`config.mk`:
```
export PLATFORM = sky130hd
export DESIGN_NAME = nibble_serial_addsub_flat
export DESIGN_NICKNAME = d
export VERILOG_FILES = /design/src/rtl/nibble_serial_addsub_pkg.sv /design/src/rtl/nibble_serial_addsub_if.sv /design/src/rtl/nibble_serial_addsub_nibble_add.sv /design/src/rtl/nibble_serial_addsub.sv /design/src/flat_wrapper.sv
export SDC_FILE = /design/constraint.sdc
export NUM_CORES = 1
export LEC_CHECK = 0
export ABC_AREA = 1
export BUFFER_PORTS_ARGS = -buffer_cell sky130_fd_sc_hd__buf_4
export CAP_MARGIN = 20
export CORE_MARGIN = 1.5
export CORE_UTILIZATION = 54
export CTS_CLUSTER_DIAMETER = 120
export DETAILED_ROUTE_END_ITERATION = 8
export MAX_ROUTING_LAYER = met4
export PLACE_DENSITY = 0.9
export SETUP_SLACK_MARGIN = 0.1
export SLEW_MARGIN = 10
export SYNTH_ARGS = -nofsm -noshare
export SYNTH_HDL_FRONTEND = slang
export SYNTH_SLANG_ARGS = --single-unit
```
`constraint.sdc`:
```
create_clock -name clk -period 3.3 [get_ports clk]
set_clock_uncertainty 0.05 [all_clocks]
set_input_delay 0.33 -clock clk [delete_from_list [all_inputs] [get_ports clk]]
set_output_delay 0.33 -clock clk [all_outputs]
set_load 0.1 [all_outputs]
```
`src/rtl/nibble_serial_addsub_pkg.sv`:
```
// Shared types and constants for the nibble-serial add/subtract unit.
package nibble_serial_addsub_pkg;

  typedef enum logic [1:0] {
    IDLE = 2'd0,
    RUN  = 2'd1,
    DONE = 2'd2
  } state_e;

  localparam logic OP_ADD = 1'b0;
  localparam logic OP_SUB = 1'b1;
  localparam int   NIB_W  = 4;

  // Nibble index width; never narrower than one bit.
  function automatic int idx_width(input int nib);
    return (nib > 1) ? $clog2(nib) : 1;
  endfunction

endpackage

```
`src/rtl/nibble_serial_addsub_if.sv`:
```
// Host-side handshake and data bundle for the nibble-serial add/subtract unit.
interface nibble_serial_addsub_if #(
  parameter int WIDTH = 16
);
  logic             start;
  logic             op;
  logic [WIDTH-1:0] a;
  logic [WIDTH-1:0] b;
  logic             busy;
  logic             done;
  logic [WIDTH-1:0] result;
  logic             co;
  logic             ovf;

  modport master (
    output start, op, a, b,
    input  busy, done, result, co, ovf
  );

  modport slave (
    input  start, op, a, b,
    output busy, done, result, co, ovf
  );
endinterface

```
`src/rtl/nibble_serial_addsub_nibble_add.sv`:
```
// Combinational 4-bit ripple-carry slice built from per-bit full adders.
module nibble_add
  import nibble_serial_addsub_pkg::*;
(
  input  logic [NIB_W-1:0] a,
  input  logic [NIB_W-1:0] b,
  input  logic             ci,
  output logic [NIB_W-1:0] s,
  output logic             co
);

  logic [NIB_W:0] c;

  assign c[0] = ci;

  genvar gi;
  generate
    for (gi = 0; gi < NIB_W; gi++) begin : g_fa
      assign s[gi]   = a[gi] ^ b[gi] ^ c[gi];
      assign c[gi+1] = (a[gi] & b[gi]) | (c[gi] & (a[gi] ^ b[gi]));
    end
  endgenerate

  assign co = c[NIB_W];

endmodule

```
`src/rtl/nibble_serial_addsub.sv`:
```
// WIDTH-bit add/subtract that reuses one 4-bit slice per clock, LS nibble first,
// with a start/busy/done handshake toward the host.
module nibble_serial_addsub
  import nibble_serial_addsub_pkg::*;
#(
  parameter int WIDTH = 16
) (
  input  logic                   clk,
  input  logic                   rst,
  nibble_serial_addsub_if.slave  bus
);

  localparam int NIB   = WIDTH / NIB_W;
  localparam int IDX_W = idx_width(NIB);
  localparam logic [IDX_W-1:0] LAST = IDX_W'(NIB - 1);

  state_e             state_q, state_d;
  logic [IDX_W-1:0]   idx_q, idx_d;
  logic               carry_q, carry_d;
  logic [WIDTH-1:0]   opa_q, opa_d;
  logic [WIDTH-1:0]   opb_q, opb_d;
  logic [WIDTH-1:0]   result_q, result_d;
  logic               co_q, co_d;
  logic               ovf_q, ovf_d;

  logic [NIB_W-1:0]   opa_nib [NIB];
  logic [NIB_W-1:0]   opb_nib [NIB];
  logic [NIB_W-1:0]   slice_s;
  logic               slice_co;
  logic [WIDTH-1:0]   result_wr;

  // Operand nibble views and the result with the current nibble replaced.
  genvar gi;
  generate
    for (gi = 0; gi < NIB; gi++) begin : g_nib
      assign opa_nib[gi] = opa_q[NIB_W*gi +: NIB_W];
      assign opb_nib[gi] = opb_q[NIB_W*gi +: NIB_W];
      assign result_wr[NIB_W*gi +: NIB_W] =
        (idx_q == IDX_W'(gi)) ? slice_s : result_q[NIB_W*gi +: NIB_W];
    end
  endgenerate

  nibble_add u_slice (
    .a  (opa_nib[idx_q]),
    .b  (opb_nib[idx_q]),
    .ci (carry_q),
    .s  (slice_s),
    .co (slice_co)
  );

  always_comb begin
    state_d  = state_q;
    idx_d    = idx_q;
    carry_d  = carry_q;
    opa_d    = opa_q;
    opb_d    = opb_q;
    result_d = result_q;
    co_d     = co_q;
    ovf_d    = ovf_q;

    case (state_q)
      IDLE, DONE: begin
        state_d = IDLE;
        if (bus.start) begin
          // Subtract is A + ~B + 1: the +1 enters as the initial carry.
          state_d  = RUN;
          opa_d    = bus.a;
          opb_d    = (bus.op == OP_SUB) ? ~bus.b : bus.b;
          carry_d  = bus.op;
          idx_d    = '0;
          result_d = '0;
        end
      end
      RUN: begin
        result_d = result_wr;
        carry_d  = slice_co;
        idx_d    = idx_q + 1'b1;
        if (idx_q == LAST) begin
          state_d = DONE;
          idx_d   = '0;
          co_d    = slice_co;
          ovf_d   = (opa_q[WIDTH-1] == opb_q[WIDTH-1]) &&
                    (slice_s[NIB_W-1] != opa_q[WIDTH-1]);
        end
      end
      default: state_d = IDLE;
    endcase
  end

  always_ff @(posedge clk) begin
    if (rst) begin
      state_q  <= IDLE;
      idx_q    <= '0;
      carry_q  <= 1'b0;
      opa_q    <= '0;
      opb_q    <= '0;
      result_q <= '0;
      co_q     <= 1'b0;
      ovf_q    <= 1'b0;
    end else begin
      state_q  <= state_d;
      idx_q    <= idx_d;
      carry_q  <= carry_d;
      opa_q    <= opa_d;
      opb_q    <= opb_d;
      result_q <= result_d;
      co_q     <= co_d;
      ovf_q    <= ovf_d;
    end
  end

  assign bus.busy   = (state_q == RUN);
  assign bus.done   = (state_q == DONE);
  assign bus.result = result_q;
  assign bus.co     = co_q;
  assign bus.ovf    = ovf_q;

endmodule

```
`src/flat_wrapper.sv`:
```
// flat-port wrapper written by rule: the top's interface ports become plain ports
module nibble_serial_addsub_flat import nibble_serial_addsub_pkg::*;
#(
  parameter int WIDTH = 16
)
  (clk, rst, bus_start, bus_op, bus_a, bus_b, bus_busy, bus_done, bus_result, bus_co, bus_ovf);
  nibble_serial_addsub_if #(.WIDTH(WIDTH)) bus_i ();
  input  logic clk;
  input  logic rst;
  input wire logic [$bits(bus_i.start)-1:0] bus_start;
  input wire logic [$bits(bus_i.op)-1:0] bus_op;
  input wire logic [$bits(bus_i.a)-1:0] bus_a;
  input wire logic [$bits(bus_i.b)-1:0] bus_b;
  output wire logic [$bits(bus_i.busy)-1:0] bus_busy;
  output wire logic [$bits(bus_i.done)-1:0] bus_done;
  output wire logic [$bits(bus_i.result)-1:0] bus_result;
  output wire logic [$bits(bus_i.co)-1:0] bus_co;
  output wire logic [$bits(bus_i.ovf)-1:0] bus_ovf;
  assign bus_i.start = bus_start;
  assign bus_i.op = bus_op;
  assign bus_i.a = bus_a;
  assign bus_i.b = bus_b;
  assign bus_busy = bus_i.busy;
  assign bus_done = bus_i.done;
  assign bus_result = bus_i.result;
  assign bus_co = bus_i.co;
  assign bus_ovf = bus_i.ovf;
  nibble_serial_addsub #(.WIDTH(WIDTH)) u_core (.clk(clk), .rst(rst), .bus(bus_i));
endmodule
```
=== After elaboration in Yosys (flattened, before gate mapping) ===
Cells that the tools add are included.

* Register bits after elaboration: 55
* Input bits: 36
* Word-level logic and storage cells: 80

* $add $sub $neg: 1
* Order comparisons: 1
* Eq/ne operators: 12
* Mux-type cells: 21
* Bitwise operators: 22
* Reductions and logical operators: 12

{| class="wikitable"
|+ Operators with widths
! operator !! number
|-
| $mux 16 || 2
|-
| $mux 4 || 8
|-
| $pmux 16 s2 || 1
|-
| $bmux 4 s2 || 2
|-
| $not 16->16 || 1
|-
| $reduce_and 3->1 || 4
|-
| $and 1x1->1 || 8
|-
| $ne 2x1->1 const B || 4
|-
| $pmux 2 s2 || 2
|-
| $xor 1x1->1 || 8
|-
| $eq 2x2->1 const B || 3
|-
| $mux 2 || 3
|-
| $reduce_and 2->1 || 3
|-
| $eq 2x1->1 const B || 2
|-
| $logic_not 2->1 || 2
|-
| $or 1x1->1 || 4
|-
| $ge 3x3->1 const B || 1
|-
| $not 2->3 || 1
|-
| $add 2x1->2 const B || 1
|-
| $mux 1 || 2
|-
| $ne 2x2->1 const B || 1
|-
| $pmux 1 s2 || 1
|-
| $reduce_bool 2->1 || 1
|-
| $reduce_or 2->1 || 1
|-
| 3 further kinds || 3
|}

=== Depth between registers and ports, before layout ===
Gate-level depths: netlist of the first run.

* Depth after elaboration: 14
* Depth in mapped cells: 17

=== By module ===
From an unflattened synthesis of the first run, not the netlist that was laid out.

* Cells, all modules: 348
* Area total of the unflattened synthesis: 2588.7 µm²

{| class="wikitable"
|+ By module, submodules not included
! module !! times used !! cells an instance !! area an instance (µm²) !! sequential area each (µm²)
|-
| nibble_serial_addsub || 1 || 334 || 2471.1 || 1101.1
|-
| nibble_add || 1 || 14 || 117.6 || 0.0
|}

=== Worst setup path before layout of the first run ===
Ideal clock, no wire load.

* Path type: register -> register
* Start point: register u_core.idx_q[0]
* End point: register u_core.result_q[15], in the netlist u_core.bus.result[15]
* Setup time: 110 ps
* Arrival time: 2730 ps
* Data required time: 3140 ps
* Setup slack: 410 ps
* Stages on the path, launching flop included: 18
* Path buffers: 2
* Cells stage by stage: dfxtp_1 buf_4 clkbuf_1 nor2_1 o22a_1 fa_1 inv_1 fa_1 inv_1 fa_1 inv_1 fa_1 inv_1 nor2_1 inv_1 nand2_1 inv_1 nor2_1

* Word-level cells in the longest chain between the ends: 14
* Elaborated cells between the ends (all ways): 26

{| class="wikitable"
|+ RTL lines
! item !! line !! text
|-
| start: declaration || nibble_serial_addsub.sv:18 || <nowiki>logic [IDX_W-1:0] idx_q, idx_d;</nowiki>
|-
| start signal: assignment || nibble_serial_addsub.sv:102 || <nowiki>idx_q <= idx_d;</nowiki>
|-
| $not 2->3 (implied by the code) || nibble_serial_addsub.sv:44, nibble_serial_addsub.sv:45 ||
|-
| $bmux 4 s2, on equally long branches || nibble_serial_addsub.sv:44, nibble_serial_addsub.sv:45 ||
|-
| $mux 4, on equally long branches (2 in series) || nibble_serial_addsub.sv:44, nibble_serial_addsub.sv:45 ||
|-
| $xor 1x1->1 || nibble_serial_addsub_nibble_add.sv:20 || <nowiki>assign c[gi+1] = (a[gi] & b[gi]) | (c[gi] & (a[gi] ^ b[gi]));</nowiki>
|-
| $and 1x1->1 || nibble_serial_addsub_nibble_add.sv:20 ||
|-
| $or 1x1->1 || nibble_serial_addsub_nibble_add.sv:20 ||
|-
| $and 1x1->1 || nibble_serial_addsub_nibble_add.sv:20 ||
|-
| $or 1x1->1 || nibble_serial_addsub_nibble_add.sv:20 ||
|-
| $and 1x1->1 || nibble_serial_addsub_nibble_add.sv:20 ||
|-
| $or 1x1->1 || nibble_serial_addsub_nibble_add.sv:20 ||
|-
| $xor 1x1->1 || nibble_serial_addsub_nibble_add.sv:19 || <nowiki>assign s[gi] = a[gi] ^ b[gi] ^ c[gi];</nowiki>
|-
| $mux 4 || nibble_serial_addsub.sv:39 || <nowiki>(idx_q == IDX_W'(gi)) ? slice_s : result_q[NIB_W*gi +: NIB_W];</nowiki>
|-
| $pmux 16 s2 || nibble_serial_addsub.sv:61 || <nowiki>case (state_q)</nowiki>
|-
| end signal: assignment || nibble_serial_addsub.sv:106 || <nowiki>result_q <= result_d;</nowiki>
|-
| end: declaration || nibble_serial_addsub.sv:22 || <nowiki>logic [WIDTH-1:0] result_q, result_d;</nowiki>
|}

Several ways; a longest one is shown, not always the timed one. The select of a mux whose other input is x is not followed.
A chain may end at the register's enable or synchronous reset.

=== Final worst setup path of the first run ===
* Start point: register u_core.idx_q[1]
* End point: register u_core.result_q[15], in the netlist u_core.bus.result[15]

The elaborated chain is that of the path after synthesis.

==> results of run 1 <==
## where the power goes
| group | total [mW] | internal [mW] | leakage (nW) | switching, mW |
|---|---|---|---|---|
| Sequential | 0.755 | 0.721 | 0.454 | 0.0335 |
| Clock | 0.398 | 0.192 | 0.0515 | 0.206 |
| Combinational | 0.478 | 0.150 | 0.853 | 0.327 |
## through the flow
stage | utilization [%] | area, µm² | power, mW
4_1_cts | 68.2 | 3030 | 1.63
6_report | 68.3 | 3030 | 1.63
3_5_place_dp | 65.9 | 2930 | 1.24
3_3_place_gp | 65.9 | 2930 | 1.23
2_1_floorplan | - | 2540 | 1.13
5_1_grt | 68.3 | 3030 | 1.71
## sequential cells by signal, summed over array words and instances, names as in the netlist
register           cells
u_core.bus.co          1
u_core.bus.ovf         1
u_core.bus.result     16
u_core.carry_q         1
u_core.idx_q           2
u_core.opa_q          16
u_core.opb_q          16
u_core.state_q         2
## worst register-to-register path: stages, from the launching register on
cell and delay, ns:
dfxtp_2 0.39, inv_1 0.22, o21ai_0 0.13, o22a_1 0.20
fa_1 0.38, inv_1 0.07, fa_1 0.16, inv_1 0.05
fa_1 0.35, inv_1 0.07, fa_1 0.43, inv_1 0.10
nor2_2 0.07, inv_1 0.07, nand2_1 0.05, inv_1 0.05
nor2_1 0.03
## cell families (layout without fill, tap and decap cells)
group | Yosys count | in the layout | share of synthesized area (%)
and+or+nand+nor | 124 | 124 | 19.6
DFF | 55 | 55 | 43.4
AOI/OAI and AO/OA | 90 | 90 | 18.5
adders and majority gates | 8 | 8 | 5.13
xor gates and xnor gates | 16 | 16 | 5.52
buffers and inverters | 45 | 91 | 7.84
## routing by layer
layer  up-vias  wire (µm)
met2        65       2620
li1       1168          -
met4         0         69
met5         -          0
met3         9        271
met1      1045       2360
## worst paths after layout
path / from / to / cells past startpoint
setup / recovery: u_core.idx_q[1]$_SDFFE_PP0P_ / u_core.bus.result[15]$_SDFFE_PP0P_ / 16
hold / removal: bus_a[13] / u_core.opa_q[13]$_SDFFE_PP0P_ / 3
setup reg to reg: u_core.idx_q[1]$_SDFFE_PP0P_ / u_core.bus.result[15]$_SDFFE_PP0P_ / 16
hold reg to reg: u_core.bus.result[4]$_SDFFE_PP0P_ / u_core.bus.result[4]$_SDFFE_PP0P_ / 2
## synth_stat cells, drive strengths merged (7+ instances only)
| library cell | instances | share of area, % |
|---|---|---|
| nand2 | 52 | 8.0 |
| inv | 25 | 3.7 |
| xnor2 | 16 | 5.5 |
| buf | 12 | 2.7 |
| nor2 | 66 | 10 |
| clkbuf | 7 | 1.3 |
| a21oi | 31 | 6.1 |
| dfxtp | 55 | 43 |
| o21ai | 51 | 10 |
## final cells by class
type	count	area [µm²]
Sequential cell	55	1100
Timing Repair Buffer	57	428
Clock buffer	8	100
Inverter	26	97.6
Tap cell	52	65.1
Multi-Input combinational cell	238	1240
Fill cell	381	1410
==> results.json, run 1 <==
{
  "outcome": "complete, but fails checks",
  "violations": "design-rule violations",
  "crit_path_end_kind": "register",
  "num_io_pins": 56,
  "cts.sinks": 55,
  "antenna_found_initial": 0,
  "p_leak_nw": 1.36,
  "grt_use_met1_pct": 29.6,
  "track_usage_pct": 23.2,
  "path_cells": "inv_1 -> o21ai_0 -> o22a_1 -> fa_1 -> inv_1 -> fa_1 -> inv_1 -> fa_1 -> inv_1 -> fa_1 -> inv_1 -> nor2_2 -> inv_1 -> nand2_1 -> inv_1 -> nor2_1",
  "ys_ff_latch": 55,
  "critPathKind": "reg2reg",
  "setup_viol": 0,
  "fin_cells": 436,
  "critPathMaxFanout": 12,
  "r2r_slack_ns": 0.33,
  "cts.repair.resized": 0,
  "pre_cts_ws_ns": 0.195,
  "tns_ns": 0,
  "syn_to_final_growth_pct": 19.5,
  "drive_above_1_share_pct": 18.2,
  "required_ns": 3.46,
  "via_count": 2287,
  "syn_nets": 382,
  "postCtsHoldBufs": 0,
  "slew_viol_final": 0,
  "met2_usage_pct": 37.5,
  "clk-insertion-delay-late_ns": 0.30,
  "die_h_um": 71.6,
  "port_buffers": 55,
  "gp_congestion": 0.873,
  "crit_arrival_ns": 3.13,
  "cts-htree-levels": 2,
  "cp_num_buf_inv": 7,
  "drc_errors": 2,
  "max_stage_delay_ns": 0.43,
  "syn_inst": 338,
  "dp_cells": 428,
  "ant_nets": 0,
  "clk_path_buf_depth": 2,
  "syn_avg_cell_area_um2": 7.51,
  "dp_hpwl_um": 3870,
  "fp.dieW_um": 71.6,
  "finalHoldViolations": 0,
  "synth_ff_type": "dfxtp_1",
  "grt_pass1_vias": 2135,
  "tightest_slew_ns": 0.920,
  "yosysWarnings": 0,
  "whs_ns": 0.231,
  "finalNetCount": 427,
  "min_period_over_period_pct": 90.1,
  "synth-edff-count": 0,
  "first_pass_iters": 7,
  "fmax_mhz": 336,
  "fp.dieArea_um2": 5120,
  "post_drt_via_cell_ratio": 5.25,
  "overflow": 0,
  "grt_util_met3_pct": 3.09,
  "final.setup.worst_slack_ns": 0.327,
  "grt-busiest-layer": "met2",
  "crit_top_cell": "inv_1",
  "ys_seq_area_share_pct": 43.4,
  "powerDensity_nw_per_um2": 537,
  "initial_core_util_pct": 57.1,
  "final_cell_mix": "nor2_1, buf_4, dfxtp_1",
  "initialDrtViolationCount": 152,
  "routed_wl_um": 5330,
  "grt_pass1_wl_um": 9320,
  "coreArea_um2": 4440,
  "rsz0062_at_grt": "no",
  "clkTransAtPathRegs_ns": 0.09,
  "slew_headroom_pct": 38.6,
  "maxCapViolCount": 0,
  "grt_max_degree": 49,
  "root_buffer": "clkbuf_8",
  "hp-class": "in2reg",
  "row_count": 24,
  "synthDistinctLibCells": 24,
  "antenna-diode-count": 0,
  "worst_ir_drop_vdd_v": 0.000311,
  "postSynth.asyncResetShare_pct": 0,
  "cp-start-kind": "register",
  "cts_setup_buffers": 0,
  "cts_tree": "yes",
  "final_common_cell": "nor2_1",
  "layout_min_cycle_time_ns": 2.97,
  "cts_buffers": 5,
  "critPathTopFamily": "adder cells",
  "syn_area_um2": 2540,
  "critical-path-slowest-cell": "fa_1",
  "wl_per_cell_um": 12.2
}
Note: power is estimated with default switching activity, not from simulation.
==> inputs of run 2 (changes only) <==
--- a/config.mk
+++ b/config.mk
@@ -8,6 +8,7 @@
 export ABC_AREA = 1
 export BUFFER_PORTS_ARGS = -buffer_cell sky130_fd_sc_hd__buf_4
 export CAP_MARGIN = 20
+export CORE_ASPECT_RATIO = 0.9
 export CORE_MARGIN = 1.5
 export CORE_UTILIZATION = 54
 export CTS_CLUSTER_DIAMETER = 120
==> results.json, run 2 (synthesized netlist as in run 1, its figures left out) <==
{
  "postCtsHoldBufs": 0,
  "p_leak_nw": 1.38,
  "cts-htree-levels": 2,
  "intPower_mw": 1.12,
  "track_usage_pct": 23.8,
  "critPathKind": "reg2reg",
  "met2_usage_pct": 37.3,
  "dp_hpwl_um": 4020,
  "cp_num_buf_inv": 7,
  "cts_tree": "yes",
  "crit_path_end_kind": "register",
  "drc_errors": 0,
  "num_io_pins": 56,
  "antenna_found_initial": 0,
  "gp_congestion": 0.913,
  "rsz0062_at_grt": "no",
  "cts.sinks": 55,
  "drive_above_1_share_pct": 19.4,
  "final_common_cell": "nor2_1",
  "slew_headroom_pct": 37.7,
  "clk-insertion-delay-late_ns": 0.32,
  "pre_cts_ws_ns": 0.202,
  "clk_path_buf_depth": 2,
  "power_mw": 1.71,
  "initialDrtViolationCount": 165,
  "switching_share_pct": 34.4,
  "r2r_start": "u_core.idx_q[1]$_SDFFE_PP0P_",
  "slew_viol_final": 0,
  "p_comb_share_pct": 28.6,
  "first_pass_iters": 4,
  "ant_nets": 0,
  "powerDensity_nw_per_um2": 553,
  "cts_buffers": 5,
  "grt_max_degree": 49,
  "fp.dieArea_um2": 5120,
  "finalHoldViolations": 0,
  "setup_viol": 0,
  "hold_start": "bus_a[9]",
  "grt_pass1_vias": 2093,
  "row_count": 23,
  "crit_arrival_ns": 3.20,
  "hp-class": "in2reg",
  "fin_util_pct": 68.8,
  "die_h_um": 68.0,
  "cp-start-kind": "register",
  "routed_wl_um": 5720,
  "max_stage_delay_ns": 0.42,
  "coreArea_um2": 4490,
  "wl_per_cell_um": 12.7,
  "cp-startpoint": "u_core.idx_q[1]$_SDFFE_PP0P_",
  "outcome": "finished clean",
  "final.setup.worst_slack_ns": 0.265,
  "fmax_mhz": 330,
  "critPathMaxFanout": 12,
  "critical-path-slowest-cell": "fa_1",
  "post_drt_via_cell_ratio": 5.22,
  "clkTransAtPathRegs_ns": 0.10,
  "min_period_over_period_pct": 92.0,
  "clkPwrFrac_pct": 27.2,
  "syn_to_final_growth_pct": 21.7,
  "root_buffer": "clkbuf_8",
  "layout_min_cycle_time_ns": 3.03,
  "whs_ns": 0.212,
  "via_count": 2342,
  "grt_util_met3_pct": 5.01,
  "maxCapViolCount": 0,
  "tns_ns": 0,
  "port_buffers": 55,
  "initial_core_util_pct": 56.5,
  "grt_pass1_wl_um": 8980,
  "grt-busiest-layer": "met2",
  "fp.dieW_um": 75.3,
  "switchingPower_uw": 588,
  "overflow": 0,
  "grt_use_met1_pct": 29.8,
  "worst_ir_drop_vdd_v": 0.000225,
  "crit_top_cell": "inv_1",
  "finalNetCount": 430,
  "antenna-diode-count": 0,
  "path_cells": "inv_1 -> o21ai_0 -> o22a_1 -> fa_1 -> inv_1 -> fa_1 -> inv_1 -> fa_1 -> inv_1 -> fa_1 -> inv_1 -> nor2_2 -> inv_1 -> nand2_1 -> inv_1 -> nor2_1",
  "critPathTopFamily": "adder cells",
  "tightest_slew_ns": 0.933,
  "p_seq_share_pct": 44.2,
  "final_cell_mix": "nor2_1, buf_4, dfxtp_1",
  "required_ns": 3.47
}
-- run 2: cell type report --
type / count / area, µm²
timing repair buffer: 60 / 450
clock buffer: 6 / 82.6
multi-input combinational: 238 / 1240
tap: 62 / 77.6
sequential: 55 / 1100
clock inverter: 2 / 35.0
inverter: 26 / 101
fill: 394 / 1400
-- run 2: metal layers --
layer  wire, µm  part of all wire [%]  vias up
met1       2580                    45     1067
met5          0                     0        -
met4        162                   2.8        0
met3        309                   5.4       17
met2       2660                    47       77
li1           -                     -     1181
-- run 2: worst paths after layout --
path                                             end  slack [ns]  cells after the start
setup / recovery  u_core.bus.result[15]$_SDFFE_PP0P_        0.27                     16
hold / removal          u_core.opa_q[9]$_SDFFE_PP0P_        0.21                      3
setup reg to reg  u_core.bus.result[15]$_SDFFE_PP0P_        0.27                     16
hold reg to reg    u_core.bus.result[8]$_SDFFE_PP0P_        0.42                      2
-- run 2: repair_timing --
| action | in CTS | in global routing |
|---|---|---|
| buffers inserted | 0 | 2 |
| gates resized for setup | 0 | 3 |
| setup endpoints to repair | 0 | 4 |
-- run 2: through the flow --
stage	cells	cell area, µm²
2_1_floorplan	338	2540
3_3_place_gp	439	2950
3_5_place_dp	439	2950
4_1_cts	447	3070
5_1_grt	449	3090
6_report	449	3090
-- run 2: tightest hold or removal path, delay by kind of cell --
family | cells | cell delay, ns
buffers and inverters | 1 | 0.07
AOI/OAI and AO/OA | 1 | 0.07
and+or+nand+nor | 1 | 0.07
-- run 2: power groups by stage --
stage	Sequential [mW]	Combinational, mW	Clock, mW
detailed placement	0.769	0.477	0
floorplan	0.891	0.235	0
global route	0.762	0.536	0.487
finish	0.756	0.489	0.465
global placement	0.768	0.464	0
CTS	0.754	0.479	0.466
==> inputs of run 3 (changes only) <==
--- a/config.mk
+++ b/config.mk
@@ -10,11 +10,11 @@
 export CAP_MARGIN = 20
 export CORE_ASPECT_RATIO = 0.9
 export CORE_MARGIN = 1.5
-export CORE_UTILIZATION = 54
+export CORE_UTILIZATION = 58
 export CTS_CLUSTER_DIAMETER = 120
 export DETAILED_ROUTE_END_ITERATION = 8
 export MAX_ROUTING_LAYER = met4
-export PLACE_DENSITY = 0.9
+export PLACE_DENSITY = 0.95
 export SETUP_SLACK_MARGIN = 0.1
 export SLEW_MARGIN = 10
 export SYNTH_ARGS = -nofsm -noshare
==> constraint.sdc (replaced) <==
create_clock -name clk -period 3.7 [get_ports clk]
set_clock_uncertainty 0.05 [all_clocks]
set_input_delay 0.37 -clock clk [delete_from_list [all_inputs] [get_ports clk]]
set_output_delay 0.37 -clock clk [all_outputs]
set_load 0.1 [all_outputs]
==> results.json, run 3 (synthesized netlist as in run 1, its figures left out) <==
{
  "fmax_mhz": 306,
  "overflow": 0,
  "fp.dieW_um": 72.7,
  "fp.dieArea_um2": 4780,
  "crit_path_end_kind": "register",
  "slew_viol_final": 0,
  "final_common_cell": "nor2_1",
  "via_count": 2302,
  "port_buffers": 55,
  "initialDrtViolationCount": 152,
  "final_cell_mix": "nor2_1, buf_4, dfxtp_1",
  "first_pass_iters": 4,
  "ant_nets": 0,
  "grt_pass1_vias": 2105,
  "cts_buffers": 5,
  "track_usage_pct": 25.0,
  "critPathTopFamily": "adder cells",
  "slew_headroom_pct": 37.9,
  "cts_setup_buffers": 0,
  "clkTransAtPathRegs_ns": 0.09,
  "stdcell_area_um2": 3040,
  "min_period_over_period_pct": 88.4,
  "clk_path_buf_depth": 2,
  "setup_viol": 0,
  "hp-class": "in2reg",
  "grt_pass1_wl_um": 8960,
  "crit_arrival_ns": 3.47,
  "critPathMaxFanout": 19,
  "coreArea_um2": 4130,
  "required_ns": 3.90,
  "drive_above_1_share_pct": 17.8,
  "postCtsHoldBufs": 0,
  "cts.sinks": 55,
  "whs_ns": 0.260,
  "wl_per_cell_um": 12.6,
  "finalNetCount": 426,
  "cts-htree-levels": 2,
  "p_leak_nw": 1.36,
  "finalHoldViolations": 0,
  "crit_top_cell": "inv_1",
  "maxCapViolCount": 0,
  "grt_max_degree": 49,
  "layout_min_cycle_time_ns": 3.27,
  "row_count": 22,
  "worst_ir_drop_vdd_v": 0.000243,
  "placed_area_um2": 2920,
  "path_cells": "clkinv_1 -> o21ai_0 -> o22a_1 -> fa_1 -> inv_1 -> fa_1 -> inv_1 -> fa_1 -> inv_1 -> fa_1 -> inv_1 -> nor2_1 -> inv_1 -> nand2_1 -> inv_1 -> nor2_1",
  "num_io_pins": 56,
  "dp_hpwl_um": 3790,
  "critPathKind": "reg2reg",
  "rsz0062_at_grt": "no",
  "gp_congestion": 0.923,
  "fin_util_pct": 73.5,
  "die_h_um": 65.8,
  "max_stage_delay_ns": 0.49,
  "powerDensity_nw_per_um2": 494,
  "root_buffer": "clkbuf_8",
  "cp-start-kind": "register",
  "fillers": 309,
  "cts.repair.resized": 0,
  "syn_to_final_growth_pct": 19.6,
  "post_drt_via_cell_ratio": 5.34,
  "drc_errors": 0,
  "tns_ns": 0,
  "power_mw": 1.50,
  "critical-path-slowest-cell": "fa_1",
  "antenna_found_initial": 0,
  "outcome": "finished clean",
  "clk-insertion-delay-late_ns": 0.30,
  "routed_wl_um": 5440,
  "antenna-diode-count": 0,
  "initial_core_util_pct": 61.5,
  "tightest_slew_ns": 0.930,
  "cp_num_buf_inv": 7,
  "cts_tree": "yes"
}
run 3: changes by cell type in the layout (fill, tap and decap cells not counted), sizes merged:
cell,previous run,this run
buf,60,56
clkinv,1,2
clkinvlp,1,0
run 3: cell type report:
cell class	count	area, µm²	area share, %
clock buffer	6	82.6	2.72
clock inverter	2	35.0	1.15
multi-input combinational	238	1240	40.8
tap	48	60.1	1.98
sequential	55	1100	36.3
inverter	26	97.6	3.22
timing repair buffer	56	420	13.8
run 3: routing by layer:
metal	wire [µm]	track usage, %	up-vias
met5	0	-	-
met4	112	12.3	0
met3	314	5.06	14
met2	2670	39.4	81
met1	2340	30.5	1038
li1	-	-	1169
run 3: power breakdown:
part	internal, mW	switching, mW	total (mW)
registers	0.643	0.0310	0.674
logic	0.131	0.290	0.421
clock network	0.219	0.184	0.403
run 3: worst register-to-register path, cell delays in order (launching register included):
cell and delay (ns):
dfxtp_1 0.36, clkinv_1 0.39, o21ai_0 0.31, o22a_1 0.19, fa_1 0.17, inv_1 0.05
fa_1 0.35, inv_1 0.08, fa_1 0.15, inv_1 0.05, fa_1 0.49, inv_1 0.06
nor2_1 0.26, inv_1 0.07, nand2_1 0.08, inv_1 0.04, nor2_1 0.08
run 3: final timing paths:
path	startpoint	endpoint	slack, ns	depth (start not counted)
worst max-delay path	u_core.idx_q[0]$_SDFFE_PP0P_	u_core.bus.result[15]$_SDFFE_PP0P_	0.43	16
worst min-delay path	bus_a[4]	u_core.opa_q[4]$_SDFFE_PP0P_	0.26	3
worst max register to register	u_core.idx_q[0]$_SDFFE_PP0P_	u_core.bus.result[15]$_SDFFE_PP0P_	0.43	16
worst min register to register	u_core.bus.result[9]$_SDFFE_PP0P_	u_core.bus.result[9]$_SDFFE_PP0P_	0.42	2
run 3: stage by stage:
step,instances,worst slack (ns)
global placement,423,0.674
finish,431,0.429
CTS,431,0.463
floorplan,338,0.810
global route,431,0.170
detailed placement,423,0.536
